==> src/rtl/comb_bist_driver.sv <==
// LFSR-driven BIST for a single-output combinational netlist: applies vectors,
// waits SETTLE_CYCLES, folds the primary output into a 16-bit MISR, checks it.
module comb_bist_driver #(
  parameter int                  PI_WIDTH      = 26,
  parameter logic [PI_WIDTH-1:0] LFSR_TAPS     = 26'h2000023,
  parameter logic [PI_WIDTH-1:0] LFSR_SEED     = 26'h0000001,
  parameter int                  PATTERN_COUNT = 1024,
  parameter int                  SETTLE_CYCLES = 2
) (
  input  logic                clk,
  input  logic                rst_n,
  input  logic                start,
  input  logic                abort,
  input  logic [15:0]         expected_sig,
  input  logic                po_bit,
  output logic [PI_WIDTH-1:0] pi_vec,
  output logic                busy,
  output logic                done,
  output logic                pass,
  output logic [15:0]         signature,
  output logic [15:0]         pattern_idx
);

  localparam int CW = $clog2(SETTLE_CYCLES + 1);
  localparam logic [CW-1:0] SETTLE_INIT = CW'(SETTLE_CYCLES - 1);
  localparam logic [15:0]   LAST_IDX    = 16'(PATTERN_COUNT - 1);
  // An all-zero seed would lock the LFSR, so it is replaced by 1.
  localparam logic [PI_WIDTH-1:0] SEED =
    (LFSR_SEED == '0) ? {{(PI_WIDTH-1){1'b0}}, 1'b1} : LFSR_SEED;

  typedef enum logic [1:0] {IDLE, SETTLE, CAPTURE, DONE} state_t;

  state_t              state, state_nxt;
  logic [PI_WIDTH-1:0] lfsr;
  logic [PI_WIDTH-1:0] lfsr_step;
  logic [CW-1:0]       settle_cnt;
  logic [15:0]         sig_next;
  logic                last;
  logic                load, capture, abort_go;

  assign lfsr_step = {lfsr[PI_WIDTH-2:0], ^(lfsr & LFSR_TAPS)};
  assign sig_next  = {signature[14:0], po_bit} ^ (signature[15] ? 16'h1021 : 16'h0000);
  assign last      = (pattern_idx == LAST_IDX);
  assign busy      = (state == SETTLE) || (state == CAPTURE);
  assign done      = (state == DONE);

  always_comb begin
    state_nxt = state;
    load      = 1'b0;
    capture   = 1'b0;
    abort_go  = 1'b0;
    case (state)
      IDLE: begin
        // abort takes priority over start even here; it simply keeps us idle
        if (start && !abort) begin
          load      = 1'b1;
          state_nxt = SETTLE;
        end
      end
      SETTLE: begin
        if (abort) begin
          abort_go  = 1'b1;
          state_nxt = IDLE;
        end else if (settle_cnt == '0) begin
          state_nxt = CAPTURE;
        end
      end
      CAPTURE: begin
        if (abort) begin
          abort_go  = 1'b1;
          state_nxt = IDLE;
        end else begin
          capture   = 1'b1;
          state_nxt = last ? DONE : SETTLE;
        end
      end
      DONE: begin
        if (abort) begin
          abort_go  = 1'b1;
          state_nxt = IDLE;
        end else if (start) begin
          load      = 1'b1;
          state_nxt = SETTLE;
        end
      end
      default: state_nxt = IDLE;
    endcase
  end

  always_ff @(posedge clk) begin
    if (!rst_n) begin
      state       <= IDLE;
      lfsr        <= '0;
      pi_vec      <= '0;
      settle_cnt  <= '0;
      signature   <= 16'hFFFF;
      pattern_idx <= '0;
      pass        <= 1'b0;
    end else begin
      state <= state_nxt;
      if (load) begin
        lfsr        <= SEED;
        pi_vec      <= SEED;
        signature   <= 16'hFFFF;
        pattern_idx <= '0;
        settle_cnt  <= SETTLE_INIT;
        pass        <= 1'b0;
      end else if (abort_go) begin
        pi_vec <= '0;
        pass   <= 1'b0;
      end else begin
        if (state == SETTLE && settle_cnt != '0)
          settle_cnt <= settle_cnt - 1'b1;
        if (capture) begin
          signature <= sig_next;
          if (last) begin
            pass <= (sig_next == expected_sig);
          end else begin
            lfsr        <= lfsr_step;
            pi_vec      <= lfsr_step;
            pattern_idx <= pattern_idx + 16'd1;
            settle_cnt  <= SETTLE_INIT;
          end
        end
      end
    end
  end

endmodule

==> config.mk <==
export PLATFORM = sky130hd
export DESIGN_NAME = comb_bist_driver
export DESIGN_NICKNAME = d
export VERILOG_FILES = /design/src/rtl/comb_bist_driver.sv
export SDC_FILE = /design/constraint.sdc
export NUM_CORES = 1
export LEC_CHECK = 0
export CORE_AREA = 2 2 91 93
export CTS_CLUSTER_SIZE = 16
export DETAILED_ROUTE_END_ITERATION = 8
export DIE_AREA = 0 0 93 95
export PLACE_DENSITY = 0.89
export SYNTH_ARGS = -nofsm -noshare
export SYNTH_HDL_FRONTEND = slang
export SYNTH_SLANG_ARGS = --single-unit
==> constraint.sdc <==
create_clock -name clk -period 2.62 [get_ports clk]
set_input_delay 0.524 -clock clk [delete_from_list [all_inputs] [get_ports clk]]
set_output_delay 0.524 -clock clk [all_outputs]
set_load 0.02 [all_outputs]
# ---- Word-level counts from Yosys, hierarchy flattened
# Index checks and enable logic that the tools add are counted.
dict set report word_totals {
  register_bits 89
  input_bits 21
  out_inout_bits 61
  wordCells 77
}
dict set report op_classes {
  add_sub_neg 2
  eq_ne 11
  muxes 30
  bitwise_logic 4
  reduce_logical 20
}
# op n
set ops {}
lappend ops {{26-bit parity} 1}
lappend ops {{2-bit two-way mux} 10}
lappend ops {{1-bit two-way mux} 17}
lappend ops {{16-bit by 1-bit adder with 16-bit output, second input constant} 1}
lappend ops {{16-bit by 10-bit == test with 1-bit output, second input constant} 1}
lappend ops {{16-bit == test} 1}
lappend ops {{16-bit by 13-bit bitwise XOR with 16-bit output} 1}
lappend ops {{13-bit two-way mux} 1}
lappend ops {{3-bit AND reduction} 3}
lappend ops {{2-bit one-hot mux with 4 select lines} 1}
lappend ops {{2-bit AND reduction} 4}
lappend ops {{3-bit != test, second input constant} 2}
lappend ops {{3-bit OR reduction} 2}
lappend ops {{2-bit == test, second input constant} 2}
lappend ops {{2-bit logical NOT} 2}
lappend ops {{2-bit != test, second input constant} 2}
lappend ops {{2-bit nonzero test} 2}
lappend ops {{3-bit by 1-bit != test with 1-bit output, second input constant} 1}
lappend ops {{1-bit NOT} 3}
lappend ops {{3-bit nonzero test} 1}
lappend ops {{2-bit by 1-bit == test with 1-bit output, second input constant} 1}
lappend ops {{1-bit logical AND} 2}
lappend ops {{2-bit by 1-bit != test with 1-bit output, second input constant} 1}
lappend ops {{1-bit one-hot mux with 2 select lines} 1}
lappend ops {{4 further kinds} 4}

# ---- Logic depth before layout (Yosys ltp)
# Gate-level depths: netlist of the first run.
dict set report logic_depth {
  ltp_word 7
  mapped_depth 10
  ltp_nobuf 7
}

# ---- Worst setup path before layout of the first run
# No wires, ideal clock.
dict set report synth_timing {
  path_kind {flip-flop to flip-flop}
  from {reg state[0]}
  to {reg pi_vec[16]}
  setup_time_ns 0.117
  t_arrival_ns 1.941
  required_time_ns 2.503
  path_slack_ns 0.562
  path_stages_with_launch 10
  n_path_buf 3
  synth_period_minus_slack_ns 2.058
  cell_sequence {dfxtp_1 -> inv_1 -> ha_1 -> or3_1 -> buf_2 -> and2_1 -> buf_2 -> nand2_4 -> buf_4 -> a21oi_1}
}
dict set report synth_via {
  elab_chain_cells 4
  word_cells_on_any_way 10
  classes_between {eq/ne (3); mux (3); reduce/logical (4)}
}
# item line_no
set synth_lines {}
lappend synth_lines {{start, declared} 33} ;# state_t state, state_nxt;
lappend synth_lines {{start signal, assigned} 100} ;# state <= state_nxt;
lappend synth_lines {{2-bit == test / 2-bit by 1-bit == test with 1-bit output (equally long branches)} 52} ;# case (state)
lappend synth_lines {{3-bit OR reduction (no line)} --}
lappend synth_lines {{1-bit two-way mux} --}
lappend synth_lines {{3-bit OR reduction (no line)} --}
lappend synth_lines {{end signal, assigned} 120} ;# pi_vec <= lfsr_step;
lappend synth_lines {{end, declared} 16} ;# output logic [PI_WIDTH-1:0] pi_vec,
# Several ways; a longest one is shown, not always the timed one.
# A chain may end at the register's enable or synchronous reset.

# ---- Worst setup path after layout of the first run
dict set report layout_timing {
  from {reg state[1]}
  to {out busy}
}
dict set report layout_via {
  elab_chain_cells 2
  word_cells_on_any_way 3
  classes_between {eq/ne (2); reduce/logical (1)}
}
# item line_no
set layout_lines {}
lappend layout_lines {{2-bit by 1-bit == test with 1-bit output / 2-bit == test (equally long branches)} 44} ;# assign busy = (state == SETTLE) || (state == CAPTURE);
lappend layout_lines {{1-bit logical OR (*)} 44}
lappend layout_lines {{end, declared} 17} ;# output logic busy,
# Every way passes the cells marked *; elsewhere a longest branch is shown, timed or not.

==> results of run 1 <==
-- per-stage QoR --
step / instance area, sq um / utilization [%] / instances / power (mW) / hold WS, ps
floorplan: 3790 / - / 445 / 1.61 / 437
global placement: 4550 / 57.4 / 604 / 1.69 / 444
detailed placement: 4550 / 57.4 / 604 / 1.70 / 447
CTS: 4730 / 59.6 / 620 / 2.54 / 459
global route: 4730 / 59.6 / 620 / 2.63 / 478
finish: 4730 / 59.6 / 620 / 2.52 / 457
-- state kept, by name, indices dropped and copies added (netlist names) --
name	flops
state	2
settle_cnt	2
pattern_idx	16
lfsr	26
pi_vec	26
signature	16
pass	1
-- synthesized netlist by cell type, types with 4 or more instances --
cell	n	area (sq um)
nand2_1	118	443
dfxtp_1	89	1780
a21oi_1	53	265
nand3_1	29	145
xor2_1	23	201
nor2_1	21	78.8
buf_4	15	113
xnor2_1	12	105
clkbuf_1	9	33.8
buf_6	7	78.8
ha_1	7	87.6
buf_2	5	25.0
inv_1	5	18.8
nand2b_1	5	31.3
nand4_1	5	31.3
and3_1	4	25.0
o211ai_1	4	30.0
-- layout make-up --
type	count	area share, %
Inverter	5	0.397
Clock buffer	9	2.62
Multi-Input combinational cell	315	36.8
Timing Repair Buffer	90	18.6
Clock inverter	7	1.14
Tap cell	105	2.78
Sequential cell	89	37.7
-- critical path, stage by stage (launching register included) --
cell and delay (ps):
dfxtp_1 430, inv_1 120, ha_1 300, clkdlybuf4s50_1 600
-- per-layer routing --
layer,GRT usage (%),wire [um],vias up
met5,0,0,-
met4,6.86,122,0
met3,5.67,648,15
met2,32.7,4060,130
met1,24.8,3710,1492
li1,-,-,1599
-- logic make-up after synthesis --
| group | after synthesis | synth area share (%) |
|---|---|---|
| simple gates | 205 | 25.2 |
| flops | 89 | 47.0 |
| compound gates | 68 | 10.3 |
| buf+inv | 41 | 7.10 |
| xor+xnor | 35 | 8.09 |
| fa+ha+maj | 7 | 2.31 |
-- power breakdown --
part | total [mW] | switching, mW | internal [mW] | leakage [nW]
clock network | 0.852 | 0.498 | 0.354 | 0.0879
registers | 1.39 | 0.0192 | 1.37 | 0.718
logic | 0.280 | 0.161 | 0.119 | 0.920
-- worst paths after layout --
kind            start   endpoint  slack, ps  cells after the start
max reg2reg  state[1]  pi_vec[7]        550                      6
min reg2reg  lfsr[11]   lfsr[11]        460                      2
min          lfsr[11]   lfsr[11]        460                      2
max          state[1]       busy        290                      3
==> load_flow_metrics.sql, run 1 <==
INSERT INTO impl_metrics (metric_group, metric, value, unit) VALUES
('status', 'status', 'completed', ''),
('grt', 'first_global_vias', '3008', ''),
('floorplan', 'design.portCount', '82', ''),
('cts', 'ctsRootBufferMaster', 'clkbuf_8', ''),
('sta', 'timing.final.crit_share', '89.0', '%'),
('placed_design', 'hpwl', '6230', 'um'),
('placed_design', 'dpl_worst_slack', '142', 'ps'),
('worst_setup_path', 'critical_path.endpoint_type', 'output port', ''),
('worst_setup_path', 'timing_worst_setup_path_type', 'flop to output port', ''),
('sta', 'period_minus_slack', '2330', 'ps'),
('cells_and_area', 'drive_above_1_share', '7.77', '%'),
('grt', 'antenna_violations_before_repair', '0', ''),
('cells_and_area', 'mostFrequentLayoutCell', 'nand2_1', ''),
('cts', 'cts.sinks', '89', ''),
('placed_design', 'io_buffers', '81', ''),
('pwr', 'max-vdd-ir-drop', '0.000382', 'V'),
('grt', 'grt_max_degree', '41', ''),
('cts', 'clk-insertion-delay-late', '350', 'ps'),
('cts', 'cts_hold_repair.buffers', '0', ''),
('routing', 'avgRoutedWirePerCell', '13.8', 'um'),
('floorplan', 'core_region', '0.00793', 'sq mm'),
('sta', 'fin_setup_tns', '0', 'ps'),
('cts', 'cts_repair_resizes', '0', ''),
('hold_path', 'worstHoldPathType', 'flop to flop', ''),
('cells_and_area', 'fillCellCount', '675', ''),
('routing', 'dr.pass1.iters', '5', ''),
('worst_setup_path', 'critical_path_peak_fanout', '5', ''),
('floorplan', 'initial_core_util', '47.8', '%'),
('cells_and_area', 'most-common-layout-cells', '117 x nand2_1, 89 x dfxtp_1, 81 x clkdlybuf4s50_1, 53 x a21oi_1, 29 x nand3_1', ''),
('cts', 'cts.reportedPaths.clkPinSlew', '90', 'ps'),
('sta', 'tightestPinTransition', '575', 'ps'),
('worst_setup_path', 'cp-start-kind', 'flop', ''),
('cells_and_area', 'multi_input_comb_area', '0.00174', 'sq mm'),
('synth', 'number_of_warnings_printed_during_yosys_synthesis', '0', ''),
('synth', 'seq_area_frac_synth', '47.0', '%'),
('routing', 'first_iter_violations', '195', ''),
('cts', 'clock_tree.htree_level_count', '3', ''),
('synth', 'yosys_register_bits', '89', ''),
('cts', 'tritoncts', 'done', ''),
('cells_and_area', 'sequential_cell_area', '0.00178', 'sq mm'),
('synth', 'mappedNetlistNets', '473', ''),
('cells_and_area', 'area.growth.synth_to_final', '24.8', '%'),
('synth', 'share_of_flip_flops_with_an_asynchronous_set_or_reset_after_synthesis', '0', '%'),
('cts', 'number_of_buffers_added_for_setup_after_cts', '0', ''),
('sta', 'worst_rel_slew_slack', '61.3', '%'),
('job', 'drv_cap', '0', ''),
('synth', 'synthCells', '445', ''),
('cts', 'cts_max_path_buffers', '2', ''),
('worst_setup_path', 'cp_data_required_time', '2100', 'ps'),
('routing', 'via_density', '5.22', ''),
('pwr', 'cellPowerDensity', '533', 'mW/mm^2'),
('floorplan', 'dieHeight', '95', 'um'),
('cells_and_area', 'n_antenna_cell', '0', ''),
('sta', 'fmaxAchievable', '429', 'MHz'),
('cts', 'cts_inserted_buffers', '9', ''),
('grt', 'grt.overflow.total', '0', ''),
('worst_setup_path', 'endpoint_arrival_time_on_the_critical_path', '1810', 'ps'),
('sta', 'finalWorstSetupSlack', '288', 'ps'),
('routing', 'remaining_drc_errors', '0', ''),
('floorplan', 'die_width', '93', 'um'),
('synth', 'ys_types', '43', ''),
('routing', 'antenna_left', '0', ''),
('synth', 'synth_flop_cell', 'dfxtp_1', ''),
('synth', 'syn_area_per_cell', '8.51', 'sq um'),
('cells_and_area', 'design.final.nets', '538', ''),
('synth', 'synth-edff-count', '0', ''),
('pwr', 'power.leakage', '1.73', 'nW'),
('synth', 'post_synthesis_instance_area', '0.00379', 'sq mm'),
('routing', 'detailroute.via_count', '3236', ''),
('sta', 'rsz0062_at_grt', 'no', ''),
('floorplan', 'die_area', '0.00884', 'sq mm'),
('grt', 'gr-usage-all-layers', '19.8', '%'),
('routing', 'drt_wl_total', '8540', 'um'),
('sta', 'timing_hold_violations_final', '0', ''),
('sta', 'finalClockSkew', '10.2', 'ps'),
('grt', 'grt_pass1_wl', '13900', 'um'),
('floorplan', 'placement_rows', '33', ''),
('sta', 'final-setup-viol-count', '0', ''),
('placed_design', 'place_congestion', '0.827', ''),
('sta', 'maxSlewViolCount', '0', '');
No activity file was read; power rests on OpenSTA's default activity.
==> run 2: changes to the inputs <==
--- a/config.mk
+++ b/config.mk
@@ -5,6 +5,7 @@
 export SDC_FILE = /design/constraint.sdc
 export NUM_CORES = 1
 export LEC_CHECK = 0
+export ABC_CLOCK_PERIOD_IN_PS = 2600
 export CORE_AREA = 2 2 91 93
 export CTS_CLUSTER_SIZE = 16
 export DETAILED_ROUTE_END_ITERATION = 8
==> constraint.sdc (replaced) <==
create_clock -name clk -period 2.6 [get_ports clk]
set_input_delay 0.52 -clock clk [delete_from_list [all_inputs] [get_ports clk]]
set_output_delay 0.52 -clock clk [all_outputs]
set_load 0.02 [all_outputs]
==> run 2 against run 1 <==
Against the previous run: setup slack lost 23 ps; sequential power is essentially flat; utilization grew 0.32 points; clock power grew 13%; hold slack gained 0.55 ps; first-iteration DRC count shrank 27%; critical path depth is the same; critical path type unchanged; flip-flop and latch count is the same; cell count is the same; global-route usage grew 0.51 points; die area is the same.
==> load_flow_metrics.sql, run 2 (synthesized netlist as in run 1, its figures left out) <==
INSERT INTO impl_metrics (metric_group, metric, value, unit) VALUES
('status', 'status', 'completed', ''),
('cts', 'cts_max_path_buffers', '2', ''),
('routing', 'dr.pass1.iters', '4', ''),
('routing', 'detailroute.via_count', '3233', ''),
('cts', 'ctsRootBufferMaster', 'clkbuf_8', ''),
('floorplan', 'dieHeight', '95', 'um'),
('floorplan', 'core_region', '0.00793', 'sq mm'),
('worst_setup_path', 'crit_slowest_cell', 'clkdlybuf4s50_1', ''),
('pwr', 'power.leakage', '1.74', 'nW'),
('routing', 'antenna_left', '0', ''),
('hold_path', 'worstHoldPathCells', '2', ''),
('sta', 'timing.hold.ws', '457', 'ps'),
('cells_and_area', 'n_antenna_cell', '0', ''),
('worst_setup_path', 'critical_path_peak_fanout', '5', ''),
('routing', 'first_iter_violations', '143', ''),
('sta', 'timing.final.crit_share', '89.8', '%'),
('cts', 'clock_tree.htree_level_count', '3', ''),
('worst_setup_path', 'regToRegSetupSlack', '510', 'ps'),
('floorplan', 'die_area', '0.00884', 'sq mm'),
('sta', 'timing_hold_violations_final', '0', ''),
('floorplan', 'placement_rows', '33', ''),
('worst_setup_path', 'end_of_the_worst_register_to_register_path', 'pi_vec[12]', ''),
('cts', 'cts_hold_repair.buffers', '0', ''),
('cts', 'cts_repair_resizes', '0', ''),
('pwr', 'max-vdd-ir-drop', '0.000309', 'V'),
('worst_setup_path', 'cp_cell_sequence', 'inv_1, ha_1, clkdlybuf4s50_1', ''),
('cells_and_area', 'fillCellCount', '683', ''),
('worst_setup_path', 'crit_path_start', 'state[1]', ''),
('sta', 'final-setup-viol-count', '0', ''),
('worst_setup_path', 'timing_worst_setup_path_type', 'flop to output port', ''),
('worst_setup_path', 'cpPeakStageDelay', '600', 'ps'),
('grt', 'grt_pass1_wl', '14300', 'um'),
('routing', 'drt_wl_total', '8750', 'um'),
('grt', 'grt.overflow.total', '0', ''),
('worst_setup_path', 'cp_data_required_time', '2080', 'ps'),
('placed_design', 'hpwl', '6270', 'um'),
('cts', 'cts.sinks', '89', ''),
('floorplan', 'die_width', '93', 'um'),
('worst_setup_path', 'rr_startpoint', 'state[1]', ''),
('placed_design', 'place_congestion', '0.827', ''),
('sta', 'fmaxAchievable', '428', 'MHz'),
('hold_path', 'worstHoldPathType', 'flop to flop', ''),
('worst_setup_path', 'critPathTopFamily', 'buffers and inverters', ''),
('grt', 'gr-usage-all-layers', '20.3', '%'),
('worst_setup_path', 'critical_path.endpoint_type', 'output port', ''),
('routing', 'avgRoutedWirePerCell', '14.1', 'um'),
('placed_design', 'io_buffers', '81', ''),
('cells_and_area', 'most-common-layout-cells', '117 x nand2_1, 89 x dfxtp_1, 81 x clkdlybuf4s50_1, 53 x a21oi_1, 29 x nand3_1', ''),
('grt', 'first_global_vias', '3067', ''),
('sta', 'maxSlewViolCount', '0', ''),
('cts', 'cts.reportedPaths.clkPinSlew', '90', 'ps'),
('cts', 'clk-insertion-delay-late', '350', 'ps'),
('sta', 'fin_setup_tns', '0', 'ps'),
('worst_setup_path', 'reg2regPathDepth', '6', ''),
('worst_setup_path', 'cp-start-kind', 'flop', ''),
('cells_and_area', 'sequential_cell_area', '0.00178', 'sq mm'),
('hold_path', 'hold_start', 'lfsr[11]', ''),
('cells_and_area', 'mostFrequentLayoutCell', 'nand2_1', ''),
('hold_path', 'hold_path_end', 'lfsr[11]', ''),
('cts', 'number_of_buffers_added_for_setup_after_cts', '0', ''),
('floorplan', 'initial_core_util', '47.8', '%'),
('cells_and_area', 'top_regs', 'lfsr (26), pi_vec (26)', ''),
('cts', 'tritoncts', 'done', ''),
('grt', 'antenna_violations_before_repair', '0', ''),
('routing', 'via_density', '5.21', ''),
('sta', 'worst_rel_slew_slack', '63.4', '%'),
('sta', 'tightestPinTransition', '544', 'ps'),
('routing', 'remaining_drc_errors', '0', ''),
('job', 'drv_cap', '0', ''),
('cells_and_area', 'drive_above_1_share', '7.77', '%'),
('cells_and_area', 'multi_input_comb_area', '0.00174', 'sq mm'),
('floorplan', 'design.portCount', '82', ''),
('cells_and_area', 'area.growth.synth_to_final', '25.5', '%'),
('sta', 'period_minus_slack', '2340', 'ps'),
('cells_and_area', 'design.final.nets', '538', ''),
('sta', 'rsz0062_at_grt', 'no', ''),
('cts', 'cts_inserted_buffers', '9', ''),
('grt', 'grt_max_degree', '41', ''),
('worst_setup_path', 'endpoint_arrival_time_on_the_critical_path', '1820', 'ps'),
('pwr', 'cellPowerDensity', '556', 'mW/mm^2'),
('sta', 'finalClockSkew', '11.2', 'ps'),
('worst_setup_path', 'cp_buf_inv_count', '2', '');
[run 2: metal layers]
metal | global-route usage (%) | part of all wire [%]
met3 | 4.31 | 5.9
met4 | 7.60 | 1.3
met1 | 25.6 | 44
met5 | 0 | 0
met2 | 34.3 | 49
[run 2: report_power, final]
part,total [mW],switching (mW),internal (mW),leakage (nW)
Sequential,1.40,0.0199,1.38,0.718
Combinational,0.283,0.162,0.120,0.920
Clock,0.961,0.507,0.454,0.0977
Total,2.64,0.690,1.96,1.74
[run 2: stage by stage]
stage          cell area [sq um]  util (%)  power, mW  setup slack (ps)  std cells
2_1_floorplan               3790         -       1.62               542        445
3_3_place_gp                4550      57.4       1.71               215        604
3_5_place_dp                4550      57.4       1.71               117        604
4_1_cts                     4750      60.0       2.66               254        620
5_1_grt                     4750      60.0       2.75               191        620
6_report                    4750      60.0       2.64               265        620
[run 2: area by class of cell]
type	instances	share of cell area (%)
clock buffer	9	2.61
clock inverter	7	1.66
inverter	5	0.395
multi-input combinational	315	36.6
sequential	89	37.5
tap	105	2.76
timing repair buffer	90	18.5
[run 2: worst max-delay path by stage]
stage,endpoint,slack [ps],cells after the start
finish,busy,260,3
global route,busy,190,3
CTS,busy,250,3
detailed placement,pi_vec[12],120,7
global placement,pattern_idx[7],210,7
floorplan,pi_vec[16],540,9
[run 2: worst reg2reg max path, delay by kind of cell, from the launching register on]
kind | cells | cell delay, ps
buf+inv | 1 | 130
compound gates | 1 | 100
simple gates | 3 | 1010
flops | 1 | 430
fa+ha+maj | 1 | 300
==> run 3: changes to the inputs <==
--- a/config.mk
+++ b/config.mk
@@ -5,11 +5,12 @@
 export SDC_FILE = /design/constraint.sdc
 export NUM_CORES = 1
 export LEC_CHECK = 0
-export ABC_CLOCK_PERIOD_IN_PS = 2600
+export ABC_CLOCK_PERIOD_IN_PS = 2400
 export CORE_AREA = 2 2 91 93
 export CTS_CLUSTER_SIZE = 16
 export DETAILED_ROUTE_END_ITERATION = 8
 export DIE_AREA = 0 0 93 95
+export HOLD_SLACK_MARGIN = 0.05
 export PLACE_DENSITY = 0.89
 export SYNTH_ARGS = -nofsm -noshare
 export SYNTH_HDL_FRONTEND = slang
==> constraint.sdc (replaced) <==
create_clock -name clk -period 2.4 [get_ports clk]
set_input_delay 0.48 -clock clk [delete_from_list [all_inputs] [get_ports clk]]
set_output_delay 0.48 -clock clk [all_outputs]
set_load 0.1 [all_outputs]
==> run 3 against run 2 <==
Against the previous run: routed wire length shrank 6.3%; non-clock buffer count grew 2; sequential power grew 9%; die area is the same; design area shrank 1.9%; clock skew grew 0.56 ps; global-route usage shrank 0.99 points; largest cell class unchanged; hold slack gained 2.7 ps.
==> load_flow_metrics.sql, run 3 (synthesized netlist as in run 1, its figures left out) <==
INSERT INTO impl_metrics (metric_group, metric, value, unit) VALUES
('sta', 'finalWorstSetupSlack', '439', 'ps'),
('sta', 'maxSlewViolCount', '0', ''),
('worst_setup_path', 'endpoint_arrival_time_on_the_critical_path', '2260', 'ps'),
('grt', 'use_met2', '32.9', '%'),
('worst_setup_path', 'critical_path_peak_fanout', '27', ''),
('cts', 'clock_tree.htree_level_count', '3', ''),
('grt', 'antenna_violations_before_repair', '0', ''),
('cts', 'cts_repair_resizes', '0', ''),
('cts', 'cts_hold_repair.buffers', '0', ''),
('worst_setup_path', 'critical_path.endpoint_type', 'flop', ''),
('sta', 'final-setup-viol-count', '0', ''),
('floorplan', 'core_region', '0.00793', 'sq mm'),
('sta', 'tightestPinTransition', '380', 'ps'),
('cts', 'number_of_buffers_added_for_setup_after_cts', '0', ''),
('hold_path', 'hold_start', 'pi_vec[14]', ''),
('placed_design', 'place_congestion', '0.895', ''),
('grt', 'grt_max_degree', '31', ''),
('placed_design', 'dpl_worst_slack', '137', 'ps'),
('routing', 'via_density', '5.15', ''),
('floorplan', 'design.portCount', '82', ''),
('worst_setup_path', 'crit_path_start', 'pattern_idx[11]', ''),
('grt', 'grt-busiest-layer', 'met2', ''),
('worst_setup_path', 'timing_worst_setup_path_type', 'flop to flop', ''),
('sta', 'fmaxAchievable', '510', 'MHz'),
('floorplan', 'placement_rows', '33', ''),
('routing', 'detailroute.via_count', '3203', ''),
('cells_and_area', 'area.growth.synth_to_final', '23.1', '%'),
('grt', 'met3_track_demand_over_resource_in_global_routing', '5.51', '%'),
('floorplan', 'dieHeight', '95', 'um'),
('cells_and_area', 'drive_above_1_share', '20.7', '%'),
('hold_path', 'worstHoldPathType', 'flop to flop', ''),
('pwr', 'post-layout-total-power', '2.95', 'mW'),
('pwr', 'power.leakage', '1.85', 'nW'),
('floorplan', 'initial_core_util', '47.8', '%'),
('worst_setup_path', 'rr_startpoint', 'pattern_idx[11]', ''),
('pwr', 'max-vdd-ir-drop', '0.000649', 'V'),
('pwr', 'cellPowerDensity', '634', 'mW/mm^2'),
('cells_and_area', 'design.final.nets', '540', ''),
('worst_setup_path', 'regToRegSetupSlack', '440', 'ps'),
('cts', 'cts.reportedPaths.clkPinSlew', '100', 'ps'),
('job', 'drv_cap', '0', ''),
('cells_and_area', 'most-common-layout-cells', '117 x nand2_1, 87 x dfxtp_1, 69 x buf_4, 53 x a21oi_1, 29 x nand3_1', ''),
('routing', 'drt_wl_total', '8200', 'um'),
('grt', 'gr-usage-all-layers', '19.3', '%'),
('cells_and_area', 'non_filler_instance_count_after_layout', '622', ''),
('worst_setup_path', 'cp-start-kind', 'flop', ''),
('sta', 'finalClockSkew', '11.8', 'ps'),
('routing', 'avgRoutedWirePerCell', '13.2', 'um'),
('cts', 'ctsRootBufferMaster', 'clkbuf_8', ''),
('hold_path', 'hold_path_end', 'pi_vec[14]', ''),
('routing', 'remaining_drc_errors', '0', ''),
('placed_design', 'io_buffers', '81', ''),
('cts', 'cts_max_path_buffers', '2', ''),
('status', 'status', 'completed', ''),
('worst_setup_path', 'end_of_the_worst_register_to_register_path', 'lfsr[23]', ''),
('sta', 'worst_rel_slew_slack', '74.7', '%'),
('cells_and_area', 'n_antenna_cell', '0', ''),
('cts', 'tritoncts', 'done', ''),
('grt', 'grt_pass1_wl', '13800', 'um'),
('cells_and_area', 'fillCellCount', '675', ''),
('grt', 'grt.overflow.total', '0', ''),
('placed_design', 'numPlacedInstances', '606', ''),
('cts', 'cts_inserted_buffers', '9', ''),
('sta', 'period_minus_slack', '1960', 'ps'),
('cells_and_area', 'fin_area', '0.00466', 'sq mm'),
('sta', 'timing.final.crit_share', '81.7', '%'),
('floorplan', 'die_area', '0.00884', 'sq mm'),
('sta', 'rsz0062_at_grt', 'no', ''),
('worst_setup_path', 'cp_data_required_time', '2690', 'ps'),
('placed_design', 'hpwl', '5920', 'um'),
('worst_setup_path', 'reg2regPathDepth', '6', ''),
('placed_design', 'place_area', '0.00446', 'sq mm'),
('grt', 'first_global_vias', '2967', ''),
('floorplan', 'die_width', '93', 'um'),
('cells_and_area', 'top_regs', 'lfsr (26), pi_vec (26)', ''),
('sta', 'timing_hold_violations_final', '0', ''),
('cts', 'clk-insertion-delay-late', '360', 'ps'),
('routing', 'first_iter_violations', '179', ''),
('routing', 'dr.pass1.iters', '4', ''),
('hold_path', 'worstHoldPathCells', '2', ''),
('cts', 'cts.sinks', '89', ''),
('routing', 'antenna_left', '0', ''),
('cells_and_area', 'mostFrequentLayoutCell', 'nand2_1', ''),
('grt', 'met1_grt_util', '24.5', '%');
==> run 3: changes by cell type in the layout (fill, tap and decap cells not counted), sizes merged <==
cell           change
buf               +63
bufinv             -1
clkdlybuf4s50     -61
clkinv             +1
clkinvlp           -2
inv                +2
==> run 3: area by class of cell <==
| class | count | area (sq um) | area share (%) |
|---|---|---|---|
| multi-input cells | 315 | 1750 | 37.4 |
| clock buffers | 9 | 124 | 2.66 |
| clock inverters | 7 | 81.3 | 1.74 |
| flip-flops and latches | 89 | 1780 | 38.3 |
| well taps | 105 | 131 | 2.82 |
| repair buffers | 92 | 778 | 16.7 |
| inverters | 5 | 18.8 | 0.402 |
==> run 3: where the power goes <==
group | leakage (nW) | total [mW] | internal (mW) | switching [mW]
combinational | 1.02 | 0.417 | 0.153 | 0.265
sequential | 0.719 | 1.52 | 1.50 | 0.0219
clock | 0.104 | 1.02 | 0.417 | 0.602
total | 1.85 | 2.95 | 2.07 | 0.888
==> run 3: worst max path at each step <==
stage / endpoint / slack (ps)
after floorplan: pass / -50
after global placement: pass / 170
after detailed placement: pass / 140
after CTS: pi_vec[7] / 440
after global routing: pi_vec[8] / 260
final: lfsr[23] / 440
==> run 3: worst max-delay path: stages, from the launching register on <==
cell and delay [ps]:
dfxtp_1 400, nor4_4 430, nand4_2 270, nand2_2 240, buf_4 300, nand2_1 90, a21oi_1 160
==> run 3: metal layers <==
layer	up-vias	routed length, um
met1	1503	3650
li1	1608	-
met5	-	0
met4	0	61
met2	85	3930
met3	7	557
==> run 3: metrics by stage <==
stage	util, %	hold WS [ps]	TNS (ps)
after floorplan	-	437	-46.7
after global placement	56.2	442	0
after detailed placement	56.2	448	0
after CTS	58.8	461	0
after global routing	58.8	482	0
final	58.8	460	0
